===== src/rtl/pulse_sync_feeder_if.sv =====
// rtl/pulse_sync_feeder_if.sv - event/handshake/status bundle for pulse_sync_feeder (drop_cnt under PULSE_SYNC_FEEDER_DROP_CNT_EN)
interface pulse_sync_feeder_if #(
    parameter int CNT_W = 4
);
    logic             evt_in;
    logic             sync_busy;
    logic             clr_ovf;
    logic             sync_in;
    logic [CNT_W-1:0] pending_cnt;
    logic             overflow;
    logic             busy_tmo;
    logic             idle;
`ifdef PULSE_SYNC_FEEDER_DROP_CNT_EN
    logic [7:0]       drop_cnt;

    modport master (
        input  evt_in, sync_busy, clr_ovf,
        output sync_in, pending_cnt, overflow, busy_tmo, idle, drop_cnt
    );
    modport slave (
        output evt_in, sync_busy, clr_ovf,
        input  sync_in, pending_cnt, overflow, busy_tmo, idle, drop_cnt
    );
`else
    modport master (
        input  evt_in, sync_busy, clr_ovf,
        output sync_in, pending_cnt, overflow, busy_tmo, idle
    );
    modport slave (
        output evt_in, sync_busy, clr_ovf,
        input  sync_in, pending_cnt, overflow, busy_tmo, idle
    );
`endif
endinterface


===== src/rtl/pulse_sync_feeder.sv =====
// rtl/pulse_sync_feeder.sv - clk1 event counter and one-at-a-time issuer for the pulse synchronizer (optional PULSE_SYNC_FEEDER_DROP_CNT_EN)
module pulse_sync_feeder #(
    parameter int CNT_W     = 4,
    parameter int MIN_GAP   = 1,
    parameter int BUSY_WAIT = 4
) (
    input  logic                  clk1,
    input  logic                  reset,
    pulse_sync_feeder_if.master   bus
);
    localparam int TMR_W = (BUSY_WAIT < 2) ? 1 : $clog2(BUSY_WAIT + 1);
    localparam int GAP_W = (MIN_GAP < 2) ? 1 : $clog2(MIN_GAP + 1);
    localparam logic [CNT_W-1:0] CNT_MAX  = {CNT_W{1'b1}};
    localparam logic [TMR_W-1:0] TMR_LAST = TMR_W'((BUSY_WAIT > 0) ? BUSY_WAIT - 1 : 0);
    localparam logic [GAP_W-1:0] GAP_LAST = GAP_W'((MIN_GAP > 0) ? MIN_GAP - 1 : 0);

    typedef enum logic [1:0] {
        ST_IDLE,
        ST_WAIT_BUSY,
        ST_WAIT_DONE,
        ST_GAP
    } state_t;

    // With no gap configured the handshake returns straight to IDLE.
    localparam state_t ST_POST = (MIN_GAP == 0) ? ST_IDLE : ST_GAP;

    state_t           state_q, state_d;
    logic [CNT_W-1:0] pending_cnt_q, pending_cnt_d;
    logic [TMR_W-1:0] timer_q, timer_d;
    logic [GAP_W-1:0] gap_q, gap_d;
    logic             sync_in_q, sync_in_d;
    logic             overflow_q, overflow_d;
    logic             busy_tmo_q, busy_tmo_d;
    logic             issue, drop, inc;
`ifdef PULSE_SYNC_FEEDER_DROP_CNT_EN
    logic [7:0]       drop_cnt_q, drop_cnt_d;
`endif

    always_comb begin
        issue         = 1'b0;
        drop          = 1'b0;
        inc           = 1'b0;
        state_d       = state_q;
        pending_cnt_d = pending_cnt_q;
        timer_d       = timer_q;
        gap_d         = gap_q;
        overflow_d    = overflow_q;
        busy_tmo_d    = busy_tmo_q;

        issue = (state_q == ST_IDLE) && (pending_cnt_q != '0) && !bus.sync_busy;
        // A full counter still accepts an event when an issue frees a slot.
        drop  = bus.evt_in && (pending_cnt_q == CNT_MAX) && !issue;
        inc   = bus.evt_in && !drop;

        if (inc && !issue) begin
            pending_cnt_d = pending_cnt_q + CNT_W'(1);
        end else if (!inc && issue) begin
            pending_cnt_d = pending_cnt_q - CNT_W'(1);
        end

        if (drop) begin
            overflow_d = 1'b1;
        end else if (bus.clr_ovf) begin
            overflow_d = 1'b0;
        end

        sync_in_d = issue;

        case (state_q)
            ST_IDLE: begin
                if (issue) begin
                    state_d = ST_WAIT_BUSY;
                    timer_d = '0;
                end
            end
            ST_WAIT_BUSY: begin
                if (bus.sync_busy) begin
                    state_d = ST_WAIT_DONE;
                end else if (timer_q == TMR_LAST) begin
                    busy_tmo_d = 1'b1;
                    state_d    = ST_POST;
                    gap_d      = '0;
                end else begin
                    timer_d = timer_q + TMR_W'(1);
                end
            end
            ST_WAIT_DONE: begin
                if (!bus.sync_busy) begin
                    state_d = ST_POST;
                    gap_d   = '0;
                end
            end
            ST_GAP: begin
                if (gap_q == GAP_LAST) begin
                    state_d = ST_IDLE;
                    gap_d   = '0;
                end else begin
                    gap_d = gap_q + GAP_W'(1);
                end
            end
            default: state_d = ST_IDLE;
        endcase
    end

`ifdef PULSE_SYNC_FEEDER_DROP_CNT_EN
    always_comb begin
        drop_cnt_d = drop_cnt_q;
        if (bus.clr_ovf) begin
            drop_cnt_d = drop ? 8'd1 : 8'd0;
        end else if (drop && (drop_cnt_q != 8'd255)) begin
            drop_cnt_d = drop_cnt_q + 8'd1;
        end
    end

    always_ff @(posedge clk1) begin
        if (reset) begin
            drop_cnt_q <= 8'd0;
        end else begin
            drop_cnt_q <= drop_cnt_d;
        end
    end

    assign bus.drop_cnt = drop_cnt_q;
`endif

    always_ff @(posedge clk1) begin
        if (reset) begin
            state_q       <= ST_IDLE;
            pending_cnt_q <= '0;
            timer_q       <= '0;
            gap_q         <= '0;
            sync_in_q     <= 1'b0;
            overflow_q    <= 1'b0;
            busy_tmo_q    <= 1'b0;
        end else begin
            state_q       <= state_d;
            pending_cnt_q <= pending_cnt_d;
            timer_q       <= timer_d;
            gap_q         <= gap_d;
            sync_in_q     <= sync_in_d;
            overflow_q    <= overflow_d;
            busy_tmo_q    <= busy_tmo_d;
        end
    end

    assign bus.sync_in     = sync_in_q;
    assign bus.pending_cnt = pending_cnt_q;
    assign bus.overflow    = overflow_q;
    assign bus.busy_tmo    = busy_tmo_q;
    assign bus.idle        = (state_q == ST_IDLE) && (pending_cnt_q == '0);
endmodule


===== src/flat_wrapper.sv =====
// flat-port wrapper written by rule: the top's interface ports become plain ports
module pulse_sync_feeder_flat 
#(
    parameter int CNT_W     = 4,
    parameter int MIN_GAP   = 1,
    parameter int BUSY_WAIT = 4
)
  (clk1, reset, bus_evt_in, bus_sync_busy, bus_clr_ovf, bus_sync_in, bus_pending_cnt, bus_overflow, bus_busy_tmo, bus_idle);
  pulse_sync_feeder_if #(.CNT_W(CNT_W)) bus_i ();
  input  logic clk1;
  input  logic reset;
  input wire logic [$bits(bus_i.evt_in)-1:0] bus_evt_in;
  input wire logic [$bits(bus_i.sync_busy)-1:0] bus_sync_busy;
  input wire logic [$bits(bus_i.clr_ovf)-1:0] bus_clr_ovf;
  output wire logic [$bits(bus_i.sync_in)-1:0] bus_sync_in;
  output wire logic [$bits(bus_i.pending_cnt)-1:0] bus_pending_cnt;
  output wire logic [$bits(bus_i.overflow)-1:0] bus_overflow;
  output wire logic [$bits(bus_i.busy_tmo)-1:0] bus_busy_tmo;
  output wire logic [$bits(bus_i.idle)-1:0] bus_idle;
  assign bus_i.evt_in = bus_evt_in;
  assign bus_i.sync_busy = bus_sync_busy;
  assign bus_i.clr_ovf = bus_clr_ovf;
  assign bus_sync_in = bus_i.sync_in;
  assign bus_pending_cnt = bus_i.pending_cnt;
  assign bus_overflow = bus_i.overflow;
  assign bus_busy_tmo = bus_i.busy_tmo;
  assign bus_idle = bus_i.idle;
  pulse_sync_feeder #(.CNT_W(CNT_W), .MIN_GAP(MIN_GAP), .BUSY_WAIT(BUSY_WAIT)) u_core (.clk1(clk1), .reset(reset), .bus(bus_i));
endmodule

===== config.mk =====
export PLATFORM = sky130hd
export DESIGN_NAME = pulse_sync_feeder_flat
export DESIGN_NICKNAME = d
export VERILOG_FILES = /design/src/rtl/pulse_sync_feeder_if.sv /design/src/rtl/pulse_sync_feeder.sv /design/src/flat_wrapper.sv
export SDC_FILE = /design/constraint.sdc
export NUM_CORES = 1
export LEC_CHECK = 0
export CAP_MARGIN = 0
export CORE_MARGIN = 2
export CORE_UTILIZATION = 44
export CTS_CLUSTER_SIZE = 20
export DETAILED_ROUTE_END_ITERATION = 7
export HOLD_SLACK_MARGIN = 0.03
export PLACE_DENSITY_LB_ADDON = 0.3
export SLEW_MARGIN = 10
export SYNTH_ARGS = -nofsm -noshare
export SYNTH_HDL_FRONTEND = slang
export SYNTH_SLANG_ARGS = --single-unit

===== constraint.sdc =====
create_clock -name clk1 -period 7.76 [get_ports clk1]
set_input_delay 2.328 -clock clk1 [delete_from_list [all_inputs] [get_ports clk1]]
set_output_delay 2.328 -clock clk1 [all_outputs]
set_load 0.01 [all_outputs]

# Word-level counts from Yosys, hierarchy flattened
# Index checks and enable logic that the tools add are counted.
[totals] ff_bits=13 out_inout_bits=8
[classes] n_addsub=4 eq_ne=12 n_mux=19 n_bitwise=1 reduce_logical=23
[ops] op="AND reduction 4 bit" count=3
[ops] op="2-to-1 mux 2 bit" count=5
[ops] op="2-to-1 mux 3 bit" count=3
[ops] op="logical AND 1 bit" count=8
[ops] op="2-to-1 mux 4 bit" count=2
[ops] op="inequality test 2 bit (second input constant)" count=4
[ops] op="one-hot mux 2 bit (4 select lines)" count=1
[ops] op="2-to-1 mux 1 bit" count=6
[ops] op="one-hot mux 3 bit (2 select lines)" count=1
[ops] op="nonzero test 2 bit" count=3
[ops] op="adder 4 x 1 -> 4 bit (second input constant)" count=1
[ops] op="equality test 2 bit (second input constant)" count=2
[ops] op="equality test 4 bit (second input constant)" count=1
[ops] op="zero test 1 bit" count=4
[ops] op="zero test 4 bit" count=1
[ops] op="inequality test 2 x 1 -> 1 bit (second input constant)" count=2
[ops] op="nonzero test 4 bit" count=1
[ops] op="subtractor 4 x 1 -> 4 bit (second input constant)" count=1
[ops] op="adder 3 x 1 -> 3 bit (second input constant)" count=1
[ops] op="equality test 3 x 2 -> 1 bit (second input constant)" count=1
[ops] op="inequality test 3 x 2 -> 1 bit (second input constant)" count=1
[ops] op="one-hot mux 1 bit (3 select lines)" count=1
[ops] op="AND reduction 3 bit" count=1
[ops] op="nonzero test 3 bit" count=1
[ops] op="other kinds (4)" count=4

# Logic depth before layout (Yosys ltp)
[depth] ltp_word=11 depth_mapped=12 ltp_nobuf=12

# Least setup slack after synthesis
# No wires, ideal clock.
[synth_timing] kind="input to register" from="input bus_sync_busy" to="register u_core.pending_cnt_q[3] (netlist: u_core.bus.pending_cnt[3])" arrival_time_ns=4.069 setup_slack_ns=3.571 stages=10 path_buffers=0 cell_sequence="inv_1 -> nand2_1 -> or2_2 -> ha_1 -> inv_1 -> ha_1 -> a21oi_1 -> a211oi_1 -> a31oi_1 -> mux2_2"
[synth_between] elab_chain_cells=9 elab_cells_between_ends=11 cone_classes="mux: 1; reduce/logical: 10"
[synth_rtl] element="start, declared" line_no="flat_wrapper.sv:13" text="input wire logic [$bits(bus_i.sync_busy)-1:0] bus_sync_busy;"
[synth_rtl] element="zero test 1 bit (*)" line_no="pulse_sync_feeder.sv:50" text="issue = (state_q == ST_IDLE) && (pending_cnt_q != '0) && !bus.sync_busy;"
[synth_rtl] element="logical AND 1 bit (*)" line_no="pulse_sync_feeder.sv:50"
[synth_rtl] element="zero test 1 bit" line_no="pulse_sync_feeder.sv:52, pulse_sync_feeder.sv:55"
[synth_rtl] element="logical AND 1 bit" line_no="pulse_sync_feeder.sv:52" text="drop = bus.evt_in && (pending_cnt_q == CNT_MAX) && !issue;"
[synth_rtl] element="zero test 1 bit" line_no="pulse_sync_feeder.sv:53" text="inc = bus.evt_in && !drop;"
[synth_rtl] element="logical AND 1 bit" line_no="pulse_sync_feeder.sv:53"
[synth_rtl] element="zero test 1 bit" line_no="pulse_sync_feeder.sv:57" text="end else if (!inc && issue) begin"
[synth_rtl] element="logical AND 1 bit" line_no="pulse_sync_feeder.sv:57"
[synth_rtl] element="nonzero test 2 bit (no line)"
[synth_rtl] element="end signal, assigned" line_no="pulse_sync_feeder.sv:137" text="pending_cnt_q <= pending_cnt_d;"
[synth_rtl] element="end, declared" line_no="pulse_sync_feeder.sv:28" text="logic [CNT_W-1:0] pending_cnt_q, pending_cnt_d;"
# Every way passes the cells marked *; elsewhere a longest branch is shown, timed or not.
# A chain may end at the register's enable or synchronous reset.

# Worst setup path after layout
# Ends and elaborated chain as after synthesis.

==> reports/metrics.yaml <==
synth_top_cell_by_area: "dfxtp_1"
yosys_warnings: 0
max_freq_mhz: 213.4
rr_endpoint: "u_core.bus.pending_cnt[3]"
seq_area_frac_synth: 0.3276
grt_antenna_before_repair: 0
cts.sinks: 12
min-delay-start: "u_core.timer_q[2]"
grt_max_degree: 16
cts_tree: "yes"
yosysTopAreaCellShare: 0.3276
maxCapViolations: 0
clk_latency_ns: 0.27
setup.worst_path.class: "input pin to flop"
regArea_um2: 240.2
die_height_um: 44.82
ys.flop_type: "dfxtp_1"
core_um2: 1541
synthTopCellsByArea: "dfxtp_1 33%, ha_1 15%, nor2_1 5.6%"
synth_cells: 79
drt-pass1-iter-count: 4
reg2reg_depth: 11
synth.top_cells.by_count: "12 x dfxtp_1, 11 x nor2_1, 9 x ha_1"
areaGrowthSynthToFinish_pct: 23.04
wl_per_cell_um: 12.05
grtUsageTotal: 0.1635
layout.nets: 109
crit_arrival_ns: 4.86
maxSlewViolCount: 0
multi_input_area_um2: 462.9
synth.distinct_cells: 32
r2r_start: "u_core.state_q[0]"
cellLeakagePower_uw: 0.0003645
dp_hpwl_um: 996.8
min_path_cells: 2
yosysMostFrequentCell: "dfxtp_1"
hold_violations: 0
synth_edf_count: 0
worstSetupStartpointType: "input pin"
cts_buffers: 3
setup-tns-final_ns: 0
start_util: 0.4756
io_pins: 13
synth.cell_area_um2: 733.2
drc: 0
required_ns: 7.93
whs_ns: 0.4812
cts_buffer_depth: 2
run_status: "complete, no violations"
hold_end: "u_core.timer_q[2]"
p_per_area_nw_per_um2: 384.6
grt_overflow: 0
finalCriticalPeriod_ns: 4.687
detail-route-antenna-nets: 0
via_per_inst: 5.239
max-vdd-ir-drop_mv: 0.2418
wl_um: 1313
io_buffers: 12
h-tree-depth: 1
grt_pass1_wl_um: 2366
max_slew_margin: 0.6541
ctsHoldBuffers: 0
avgSynthCellArea_um2: 9.281
die_area_um2: 2009
drtIter0Drc: 5
worstPathMaxFanout: 5
finalSetupViolCount: 0
clk_pin_slew_ns: 0.08
antenna_cells: 0
finalClockSkew_ns: 0.004668
drive_above_1_share: 0.1075
gp_congestion: 0.7520
endpoint_kind: "flop"
finalCritPeriodShare: 0.6040
cts_resized: 0
ff2ff_setup_slack_ns: 5.01
cts_setup_buffers: 0
clock-root-buffer: "clkbuf_4"
synth_nets: 94
hold_class: "flop to flop"
ys_seq_elements: 12
async_flop_share: 0
worst_pin_slew_ns: 0.5172
grt_setup_unrepaired: "no"
dr_total_vias: 571
die_w_um: 44.82
fill_cells: 148
rows: 14
grt_pass1_vias: 539
-- logic make-up (layout without fill, tap and decap cells) --
logic type / after synthesis / in the layout / synth area share
simple gates: 30 / 30 / 0.2304
compound gates: 13 / 13 / 0.1399
flops: 12 / 12 / 0.3276
fa+ha+maj: 10 / 10 / 0.1809
buf+inv: 8 / 22 / 0.04096
mux: 4 / 4 / 0.05631
xor+xnor: 2 / 2 / 0.02390
-- final cells by class --
class / instances / share of cell area
Clock buffer: 4 / 0.04022
Sequential cell: 12 / 0.2663
Timing Repair Buffer: 12 / 0.1331
Inverter: 6 / 0.02497
Tap cell: 16 / 0.02219
Multi-Input combinational cell: 59 / 0.5132
-- where the power goes --
| group | switching, uW | internal (uW) | leakage, uW |
|---|---|---|---|
| Sequential | 22.6 | 78.2 | 0.0000981 |
| Clock | 20.7 | 28.5 | 0.0000210 |
| Combinational | 95.1 | 102 | 0.000245 |
-- worst max-delay path: stages --
cell and delay, ns:
clkdlybuf4s50_1 0.61, inv_1 0.11, nand2_1 0.09, nand4_1 0.11
and2_1 0.19, ha_1 0.20, inv_1 0.13, ha_1 0.28
a21oi_1 0.20, a211oi_1 0.10, a31oi_1 0.16, mux2_2 0.35
-- worst max path at each step --
stage	from	end	slack, ns	cells after the start
6_report	bus_sync_busy	u_core.bus.pending_cnt[3]	3.07	12
4_1_cts	bus_sync_busy	u_core.bus.pending_cnt[3]	3.09	12
3_5_place_dp	bus_sync_busy	u_core.bus.pending_cnt[3]	2.80	12
5_1_grt	bus_sync_busy	u_core.bus.pending_cnt[3]	2.87	12
2_1_floorplan	bus_sync_busy	u_core.bus.pending_cnt[3]	3.57	10
3_3_place_gp	bus_sync_busy	u_core.bus.pending_cnt[3]	2.85	12
-- stage by stage --
| step | power, uW | setup WS (ns) | cell area, um^2 | utilization | std cells |
|---|---|---|---|---|---|
| after floorplan | 239.7 | 3.571 | 733.2 | - | 79 |
| after global placement | 294.1 | 2.855 | 865.8 | 0.5617 | 105 |
| after detailed placement | 300.0 | 2.796 | 865.8 | 0.5617 | 105 |
| after CTS | 350.9 | 3.093 | 902.1 | 0.5852 | 109 |
| after global routing | 378.9 | 2.869 | 902.1 | 0.5852 | 109 |
| final | 347.0 | 3.073 | 902.1 | 0.5852 | 109 |
-- state kept, by name, indices dropped and copies added, names as in the netlist --
| register | count |
|---|---|
| u_core.bus.busy_tmo | 1 |
| u_core.timer_q | 3 |
| u_core.bus.pending_cnt | 4 |
| u_core.bus.sync_in | 1 |
| u_core.bus.overflow | 1 |
| u_core.state_q | 2 |
-- metal layers --
metal | GRT usage | vias up | routed length, um
met2 | 0.2348 | 10 | 555
met4 | 0.07059 | 0 | 18
met1 | 0.2173 | 255 | 665
met3 | 0.06400 | 2 | 73
li1 | - | 304 | -
met5 | 0 | - | 0
-- cells in the final DEF, fill, tap and decap left out, drive strengths merged, types with 2 or more instances in the layout --
cell	instances
a211oi	2
a21oi	6
and2	3
clkbuf	4
clkdlybuf4s50	12
dfxtp	12
ha	9
inv	6
mux2i	3
nand2b	2
nand3	2
nor2	12
nor3	2
(Power assumes the default switching activity.)
